[src/rtl/main_control_if.sv]
// Control bundle between the multicycle main control FSM and the datapath/memory.
// Latency: none, wires only.
// Backpressure: memory stalls the FSM through mem_ready; the control outputs have no backpressure.
interface main_control_if;
  logic [6:0] opcode;
  logic       mem_ready;
  logic [1:0] ctrl_ALU_op;
  logic [1:0] alu_src_a;
  logic [1:0] alu_src_b;
  logic       pc_source;
  logic       mem_read;
  logic       mem_write;
  logic       i_or_d;
  logic       ir_write;
  logic       pc_write;
  logic       pc_write_cond;
  logic       reg_write;
  logic       mem_to_reg;
  logic       instr_done;
  logic       illegal_instr;
  logic       mem_err;
  logic [3:0] state_o;

  // Control FSM side: decodes the opcode and drives the datapath enables.
  modport master (
    input  opcode, mem_ready,
    output ctrl_ALU_op, alu_src_a, alu_src_b, pc_source, mem_read, mem_write,
           i_or_d, ir_write, pc_write, pc_write_cond, reg_write, mem_to_reg,
           instr_done, illegal_instr, mem_err, state_o
  );

  // Datapath/memory side.
  modport slave (
    output opcode, mem_ready,
    input  ctrl_ALU_op, alu_src_a, alu_src_b, pc_source, mem_read, mem_write,
           i_or_d, ir_write, pc_write, pc_write_cond, reg_write, mem_to_reg,
           instr_done, illegal_instr, mem_err, state_o
  );
endinterface

[src/rtl/main_control_fsm.sv]
// Multicycle main control: sequences FETCH/DECODE/EXEC/MEM/WB and drives datapath enables.
// Latency with memory ready on first request cycle: LD 5, SD 4, R 4, BEQ 3 cycles.
// Backpressure: waits in FETCH/MEM_RD/MEM_WR for mem_ready, aborting to FETCH after MEM_TIMEOUT cycles.
module main_control_fsm #(
  parameter int MEM_TIMEOUT = 16
) (
  input  logic           clk,
  input  logic           rst_n,
  main_control_if.master bus
);

  localparam int CW = $clog2(MEM_TIMEOUT + 1);

  localparam logic [6:0] OP_LD  = 7'b0000011;
  localparam logic [6:0] OP_SD  = 7'b0100011;
  localparam logic [6:0] OP_R   = 7'b0110011;
  localparam logic [6:0] OP_BEQ = 7'b1100011;

  typedef enum logic [3:0] {
    FETCH    = 4'd0,
    DECODE   = 4'd1,
    MEM_ADDR = 4'd2,
    MEM_RD   = 4'd3,
    MEM_WB   = 4'd4,
    MEM_WR   = 4'd5,
    EXEC_R   = 4'd6,
    ALU_WB   = 4'd7,
    BRANCH   = 4'd8
  } state_t;

  state_t        state;
  state_t        state_nxt;
  logic [CW-1:0] wait_cnt;
  logic          wait_state;
  logic          timeout;

  // Only the three memory-request states count wait cycles; mem_ready in the same cycle beats the timeout.
  assign wait_state = (state == FETCH) || (state == MEM_RD) || (state == MEM_WR);
  assign timeout    = wait_state && !bus.mem_ready && (wait_cnt == CW'(MEM_TIMEOUT - 1));

  // State register; reset forces FETCH immediately.
  always_ff @(posedge clk or negedge rst_n) begin
    if (!rst_n) begin
      state <= FETCH;
    end else begin
      state <= state_nxt;
    end
  end

  // Wait counter: counts consecutive not-ready cycles, zero whenever a wait state is (re)entered.
  always_ff @(posedge clk or negedge rst_n) begin
    if (!rst_n) begin
      wait_cnt <= '0;
    end else if (wait_state && !bus.mem_ready && !timeout) begin
      wait_cnt <= wait_cnt + CW'(1);
    end else begin
      wait_cnt <= '0;
    end
  end

  // Next state and Moore outputs; write strobes additionally qualified by mem_ready, everything 0 in reset.
  always_comb begin
    state_nxt         = state;
    bus.ctrl_ALU_op   = 2'b00;
    bus.alu_src_a     = 2'b00;
    bus.alu_src_b     = 2'b00;
    bus.pc_source     = 1'b0;
    bus.mem_read      = 1'b0;
    bus.mem_write     = 1'b0;
    bus.i_or_d        = 1'b0;
    bus.ir_write      = 1'b0;
    bus.pc_write      = 1'b0;
    bus.pc_write_cond = 1'b0;
    bus.reg_write     = 1'b0;
    bus.mem_to_reg    = 1'b0;
    bus.instr_done    = 1'b0;
    bus.illegal_instr = 1'b0;
    bus.mem_err       = 1'b0;
    bus.state_o       = state;
    if (rst_n) begin
      case (state)
        FETCH: begin
          bus.mem_read  = 1'b1;
          bus.alu_src_b = 2'b01;
          if (bus.mem_ready) begin
            bus.ir_write = 1'b1;
            bus.pc_write = 1'b1;
            state_nxt    = DECODE;
          end else if (timeout) begin
            // Retry the same PC: no PC update happened.
            bus.mem_err = 1'b1;
            state_nxt   = FETCH;
          end
        end
        DECODE: begin
          bus.alu_src_a = 2'b01;
          bus.alu_src_b = 2'b10;
          case (bus.opcode)
            OP_LD, OP_SD: state_nxt = MEM_ADDR;
            OP_R:         state_nxt = EXEC_R;
            OP_BEQ:       state_nxt = BRANCH;
            default: begin
              bus.illegal_instr = 1'b1;
              state_nxt         = FETCH;
            end
          endcase
        end
        MEM_ADDR: begin
          bus.alu_src_a = 2'b10;
          bus.alu_src_b = 2'b10;
          if (bus.opcode == OP_LD) begin
            state_nxt = MEM_RD;
          end else if (bus.opcode == OP_SD) begin
            state_nxt = MEM_WR;
          end else begin
            state_nxt = FETCH;
          end
        end
        MEM_RD: begin
          bus.mem_read = 1'b1;
          bus.i_or_d   = 1'b1;
          if (bus.mem_ready) begin
            state_nxt = MEM_WB;
          end else if (timeout) begin
            bus.mem_err = 1'b1;
            state_nxt   = FETCH;
          end
        end
        MEM_WB: begin
          bus.reg_write  = 1'b1;
          bus.mem_to_reg = 1'b1;
          bus.instr_done = 1'b1;
          state_nxt      = FETCH;
        end
        MEM_WR: begin
          bus.mem_write = 1'b1;
          bus.i_or_d    = 1'b1;
          if (bus.mem_ready) begin
            bus.instr_done = 1'b1;
            state_nxt      = FETCH;
          end else if (timeout) begin
            bus.mem_err = 1'b1;
            state_nxt   = FETCH;
          end
        end
        EXEC_R: begin
          bus.alu_src_a   = 2'b10;
          bus.alu_src_b   = 2'b00;
          bus.ctrl_ALU_op = 2'b10;
          state_nxt       = ALU_WB;
        end
        ALU_WB: begin
          bus.reg_write  = 1'b1;
          bus.instr_done = 1'b1;
          state_nxt      = FETCH;
        end
        BRANCH: begin
          bus.alu_src_a     = 2'b10;
          bus.alu_src_b     = 2'b00;
          bus.ctrl_ALU_op   = 2'b01;
          bus.pc_write_cond = 1'b1;
          bus.pc_source     = 1'b1;
          bus.instr_done    = 1'b1;
          state_nxt         = FETCH;
        end
        default: begin
          state_nxt = FETCH;
        end
      endcase
    end
  end

endmodule

[src/flat_wrapper.sv]
// flat-port wrapper written by rule: the top's interface ports become plain ports
module main_control_fsm_flat 
#(
  parameter int MEM_TIMEOUT = 16
)
  (clk, rst_n, bus_opcode, bus_mem_ready, bus_ctrl_ALU_op, bus_alu_src_a, bus_alu_src_b, bus_pc_source, bus_mem_read, bus_mem_write, bus_i_or_d, bus_ir_write, bus_pc_write, bus_pc_write_cond, bus_reg_write, bus_mem_to_reg, bus_instr_done, bus_illegal_instr, bus_mem_err, bus_state_o);
  main_control_if bus_i ();
  input  logic clk;
  input  logic rst_n;
  input wire logic [$bits(bus_i.opcode)-1:0] bus_opcode;
  input wire logic [$bits(bus_i.mem_ready)-1:0] bus_mem_ready;
  output wire logic [$bits(bus_i.ctrl_ALU_op)-1:0] bus_ctrl_ALU_op;
  output wire logic [$bits(bus_i.alu_src_a)-1:0] bus_alu_src_a;
  output wire logic [$bits(bus_i.alu_src_b)-1:0] bus_alu_src_b;
  output wire logic [$bits(bus_i.pc_source)-1:0] bus_pc_source;
  output wire logic [$bits(bus_i.mem_read)-1:0] bus_mem_read;
  output wire logic [$bits(bus_i.mem_write)-1:0] bus_mem_write;
  output wire logic [$bits(bus_i.i_or_d)-1:0] bus_i_or_d;
  output wire logic [$bits(bus_i.ir_write)-1:0] bus_ir_write;
  output wire logic [$bits(bus_i.pc_write)-1:0] bus_pc_write;
  output wire logic [$bits(bus_i.pc_write_cond)-1:0] bus_pc_write_cond;
  output wire logic [$bits(bus_i.reg_write)-1:0] bus_reg_write;
  output wire logic [$bits(bus_i.mem_to_reg)-1:0] bus_mem_to_reg;
  output wire logic [$bits(bus_i.instr_done)-1:0] bus_instr_done;
  output wire logic [$bits(bus_i.illegal_instr)-1:0] bus_illegal_instr;
  output wire logic [$bits(bus_i.mem_err)-1:0] bus_mem_err;
  output wire logic [$bits(bus_i.state_o)-1:0] bus_state_o;
  assign bus_i.opcode = bus_opcode;
  assign bus_i.mem_ready = bus_mem_ready;
  assign bus_ctrl_ALU_op = bus_i.ctrl_ALU_op;
  assign bus_alu_src_a = bus_i.alu_src_a;
  assign bus_alu_src_b = bus_i.alu_src_b;
  assign bus_pc_source = bus_i.pc_source;
  assign bus_mem_read = bus_i.mem_read;
  assign bus_mem_write = bus_i.mem_write;
  assign bus_i_or_d = bus_i.i_or_d;
  assign bus_ir_write = bus_i.ir_write;
  assign bus_pc_write = bus_i.pc_write;
  assign bus_pc_write_cond = bus_i.pc_write_cond;
  assign bus_reg_write = bus_i.reg_write;
  assign bus_mem_to_reg = bus_i.mem_to_reg;
  assign bus_instr_done = bus_i.instr_done;
  assign bus_illegal_instr = bus_i.illegal_instr;
  assign bus_mem_err = bus_i.mem_err;
  assign bus_state_o = bus_i.state_o;
  main_control_fsm #(.MEM_TIMEOUT(MEM_TIMEOUT)) u_core (.clk(clk), .rst_n(rst_n), .bus(bus_i));
endmodule
[config.mk]
export PLATFORM = sky130hd
export DESIGN_NAME = main_control_fsm_flat
export DESIGN_NICKNAME = d
export VERILOG_FILES = /design/src/rtl/main_control_if.sv /design/src/rtl/main_control_fsm.sv /design/src/flat_wrapper.sv
export SDC_FILE = /design/constraint.sdc
export NUM_CORES = 1
export LEC_CHECK = 0
export ABC_AREA = 1
export CORE_MARGIN = 5
export CORE_UTILIZATION = 35
export CTS_BUF_LIST = sky130_fd_sc_hd__clkbuf_4
export DETAILED_ROUTE_END_ITERATION = 8
export PLACE_DENSITY = 0.67
export SYNTH_ARGS = -nofsm -noshare
export SYNTH_HDL_FRONTEND = slang
export SYNTH_SLANG_ARGS = --single-unit
[constraint.sdc]
create_clock -name clk -period 2.32 [get_ports clk]
set_input_delay 0.696 -clock clk [delete_from_list [all_inputs] [get_ports clk]]
set_output_delay 0.696 -clock clk [all_outputs]
set_load 0.1 [all_outputs]
# Yosys cells after proc, flatten, opt, wreduce, memory -nomap -nowiden
# Cells that the tools add are included.
# Widths: inputs -> output; s select.
totals:
  register_bits: 9
  latch_bits: 0
  ram_bits: 0
  mem_bits_ro: 0
  inputBits: 10
  elab_cells: 72
  memories: 0
op_classes:
  n_addsub: 1
  mul: 0
  n_div: 0
  magnitude_cmp: 0
  n_eq_ne: 13
  n_shift: 0
  n_mux: 39
  bitwise_logic: 0
  n_reduce_logical: 17
ops:
  columns: ["op", "count"]
  rows:
  - ["$pmux 4 s6", 1]
  - ["$mux 1", 23]
  - ["$mux 4", 5]
  - ["$eq 4x3->1 const B", 4]
  - ["$eq 7x6->1 const B", 2]
  - ["$pmux 2 s2", 3]
  - ["$pmux 4 s3", 1]
  - ["$reduce_or 2->1", 5]
  - ["$reduce_or 3->1", 3]
  - ["$eq 4x2->1 const B", 2]
  - ["$eq 7x2->1 const B", 1]
  - ["$eq 7x7->1 const B", 1]
  - ["$mux 2", 3]
  - ["$add 5x1->5 const B", 1]
  - ["$eq 5x4->1 const B", 1]
  - ["$mux 5", 1]
  - ["$eq 4x1->1 const B", 1]
  - ["$eq 4x4->1 const B", 1]
  - ["$logic_not 4->1", 1]
  - ["$reduce_or 4->1", 1]
  - ["$logic_and 1x1->1", 3]
  - ["$mux 3", 1]
  - ["$logic_not 1->1", 2]
  - ["$logic_or 1x1->1", 2]
  - ["$pmux 1 s2", 1]

# Longest topological paths before layout
# Gate-level depths: netlist of run 1.
logic_depth:
  ltp_word: 9
  ltp_mapped: 10
  mapped_depth_nobuf: 10

# Worst setup path after synthesis of run 1
# OpenSTA, ideal clock, no wires.
synth_timing:
  path_type: "flip-flop to output port"
  start: "register u_core.state[0], in the netlist u_core.bus.state_o[0]"
  end: "output bus_alu_src_b[1]"
  arrival_ns: 4.158
  required_time_ns: 1.624
  slack_ns: -2.534
  path_stages_with_launch: 4
  path_buffers: 1
  cell_sequence: "dfrtp_1 -> buf_6 -> nor2_2 -> nor4_1"
synth_via:
  elab_chain_cells: 4
synth_lines:
  columns: ["item", "line_no", "text"]
  rows:
  - ["start, declared", "main_control_fsm.sv:31", "state_t state;"]
  - ["start signal, assigned", "main_control_fsm.sv:46", "state <= state_nxt;"]
  - ["$eq 4x1->1 / $eq 4x2->1 (equally long branches)", "main_control_fsm.sv:81", "case (state)"]
  - ["$reduce_or 2->1 (no source line)", null, null]
  - ["$pmux 2 s2 *", "main_control_fsm.sv:81", null]
  - ["$mux 2 *", "main_control_fsm.sv:80", "if (rst_n) begin"]
  - ["end, declared", "flat_wrapper.sv:14", "output wire logic [$bits(bus_i.alu_src_b)-1:0] bus_alu_src_b;"]
# Every way passes the cells marked *; elsewhere a longest branch is shown, timed or not.

# Worst setup path in the final report of run 1
layout_timing:
  start: "register u_core.state[1], in the netlist u_core.bus.state_o[1]"
  end: "output bus_pc_source"
layout_via:
  elab_chain_cells: 3
layout_lines:
  columns: ["item", "line_no", "text"]
  rows:
  - ["$eq 4x4->1", "main_control_fsm.sv:81", null]
  - ["$mux 1", "main_control_fsm.sv:81", null]
  - ["$mux 1", "main_control_fsm.sv:80", null]
  - ["end, declared", "flat_wrapper.sv:15", "output wire logic [$bits(bus_i.pc_source)-1:0] bus_pc_source;"]
# No other way between the ends.

==> impl_results.md, run 1 <==
* Outcome: complete, but fails checks
* Failing checks: negative setup slack
* Num CTS Buffers at 3
* Top area cells in the synthesized netlist: dfrtp_1, nand2_1, nor2_1
* Post-layout min period at 2410 ps
* Register area share after synthesis at 27.9%
* Fin. max-slew vios at 0
* Worst Skew at 3.23 ps
* TritonCTS clock tree: yes
* Distinct cells, synth at 25
* DRT Wirelength at around 4.4 mm
* Skew-Pair Late Insertion Delay at 260 ps
* Most frequent cells in the layout: buf_4, buf_12, nand2_1
* CP max stage cell: dfrtp_4
* Die Width at 58.0 µm
* Cell Rows at 17
* Clock Path Buffers at 2
* First-pass GRT wire length at 6.07 mm
* Router iterations before antenna repair at 4
* Clock sink count at 9
* DP Worst Slack at -441 ps
* CP endpoint kind: output pin
* Max-cap violations at 0
* Yosys warning count at 0
* Most used routing layer: met2
* Vias in the first global route at ~1300
* Cell Chain, Critical Path: nor2_4 -> inv_2 -> nor3_4 -> nand2_4 -> clkinvlp_4 -> buf_12
* CP max stage delay at between 500 and 600 ps
* Drt initial violations at 80
* Antenna-violating nets left at 0
* Max H-tree Level at 1
* Post-Syn Instances at 129
* Die Y at 58.0 µm
* Flops & latches, synth at 9
* Via count at between 1000 and 1500
* Syn_nets at 141
* Most common cell after layout, fill and taps aside: buf_4
* Layout cells sized above 1 at 67.2%
* Tcrit/Tclk final at 104%
* Number of I/O pins at 32
* Worst setup margin at -93.9 ps
* Core ar. at roughly 2200 µm²
* Clock transition at the registers of the reported paths at 60 ps
* Critical Path Source Type: flop
* Initial antenna violation count at 1
* Setup repair after global routing missed its margin: yes
* All-Layer GR Usage at 23.5%
* Final HPWL DP at between 2 and 2.5 mm
* Total Neg Setup Slack at -595 ps
* Largest net degree at the start of global routing at 17
* LEAKAGE at 0.000924 µW
* Die Area at 3370 µm²
* GR Util met2 at 41.8%
* Synthesized cell area at 807 µm²
* Crit path kind: reg -> out
* Routing usage on met3 at 4.01%
* Crit-path max FO at 5
* Hold Vio Cnt, Final at 0
* Share of the synthesized area in the top cell type at 27.9%
* Syn avg cell area at 6.26 µm²
* Power Dens Cells at 493 nW/µm²
* CTS root buf: clkbuf_4
* Fmax at 414 MHz
* WL per Instance at 19.1 µm
* DRC viols at 0
* Drt via density at 5.45
* Tightest Pin Transition at 255 ps
* Hold WC Path Type: in -> async
* Peak VDD IR at between 600 and 700 µV
* RePlAce Congestion at 0.826
* Number of endpoints failing setup at the final stage at 11
* Critical path arrival at 1720 ps
* Area leader, netlist: dfrtp_1
* Fin nets at between 200 and 250
* P&R area growth vs syn at 158%
* Worst Path Required at 1620 ps
* Starting Density at 36.5%
* Global route overflow at 0
* Slew HR at 82.9%
* Grt met1 use at 26.0%
* Buffers on Ports at 31
## flip-flops by register name (all words and copies together), names as in the netlist
signal	count
u_core.wait_cnt	5
u_core.bus.state_o	4
## cell usage after synthesis, drive strengths merged
cell    number
inv         23
xor2         1
nor4         2
o211ai       2
o31ai        1
nor3         5
nand4        2
ha           2
nor2        25
o21a         1
clkbuf       2
dfrtp        9
a21oi        3
o21ai        2
nand3       11
buf          3
nand2       34
nor3b        1
## layout make-up
type,count,area [µm²]
clock buffer,4,30.0
tap,28,35.0
inverter,23,109
antenna,1,2.50
timing repair buffer,76,912
fill,59,129
sequential,9,240
multi-input combinational,92,754
## final timing paths
kind	start	endpoint	slack, ps	cells past startpoint
min reg2reg	u_core.wait_cnt[0]	u_core.wait_cnt[0]	470	1
max	u_core.bus.state_o[1]	bus_pc_source	-90	6
max in group asynchronous	rst_n	u_core.bus.state_o[0]	1720	2
min in group clk	u_core.wait_cnt[0]	u_core.wait_cnt[0]	470	1
max reg2reg	u_core.wait_cnt[0]	u_core.bus.state_o[1]	540	10
min	rst_n	u_core.wait_cnt[0]	430	2
## power breakdown
part / switching (µW) / internal (µW)
clock: 52.3 / 77.8
combinational: 414 / 289
sequential: 19.6 / 175
total: 486 / 541
## through the flow
stage,utilization [%],cell area [µm²],hold WS [ps],cells,power [µW]
floorplan,-,1080,400,129,571
global placement,74.2,1640,447,194,721
detailed placement,74.2,1640,454,194,731
CTS,84.8,1880,422,218,910
global route,94.2,2080,413,233,1080
finish,94.2,2080,428,233,1030
## metal layers
metal	routed length, µm	vias up
met4	279	0
met1	1570	602
li1	-	556
met5	0	-
met3	385	25
met2	2210	88
## cell families after synthesis
logic type | Yosys count | share of synthesized area (%)
adders and majority gates | 2 | 3.10
buffers and inverters | 28 | 15.0
AOI/OAI and AO/OA | 9 | 6.82
DFF | 9 | 27.9
xor gates and xnor gates | 1 | 1.09
and+or+nand+nor | 80 | 46.0
## worst max-delay path, delay by kind of cell (launching register included)
kind / cells / cell delay, ps
buffers and inverters: 3 / 400
DFF: 1 / 530
and+or+nand+nor: 3 / 520
## what timing repair did
item                       in CTS  in global routing
resized for setup              43                 21
setup endpoints to repair      18                 12
pin swaps                      11                 20
hold endpoints to repair        0                  0
setup buffers                  21                 14
hold buffers                    0                  0
Note: power is estimated with default switching activity, not from simulation.
==> run 2: changes to the inputs <==
- CTS_BUF_LIST: sky130_fd_sc_hd__clkbuf_4 -> sky130_fd_sc_hd__clkbuf_4 sky130_fd_sc_hd__clkbuf_8
==> results of run 2 <==
Same layout as run 1: the final DEF is identical, and so are final timing and power.
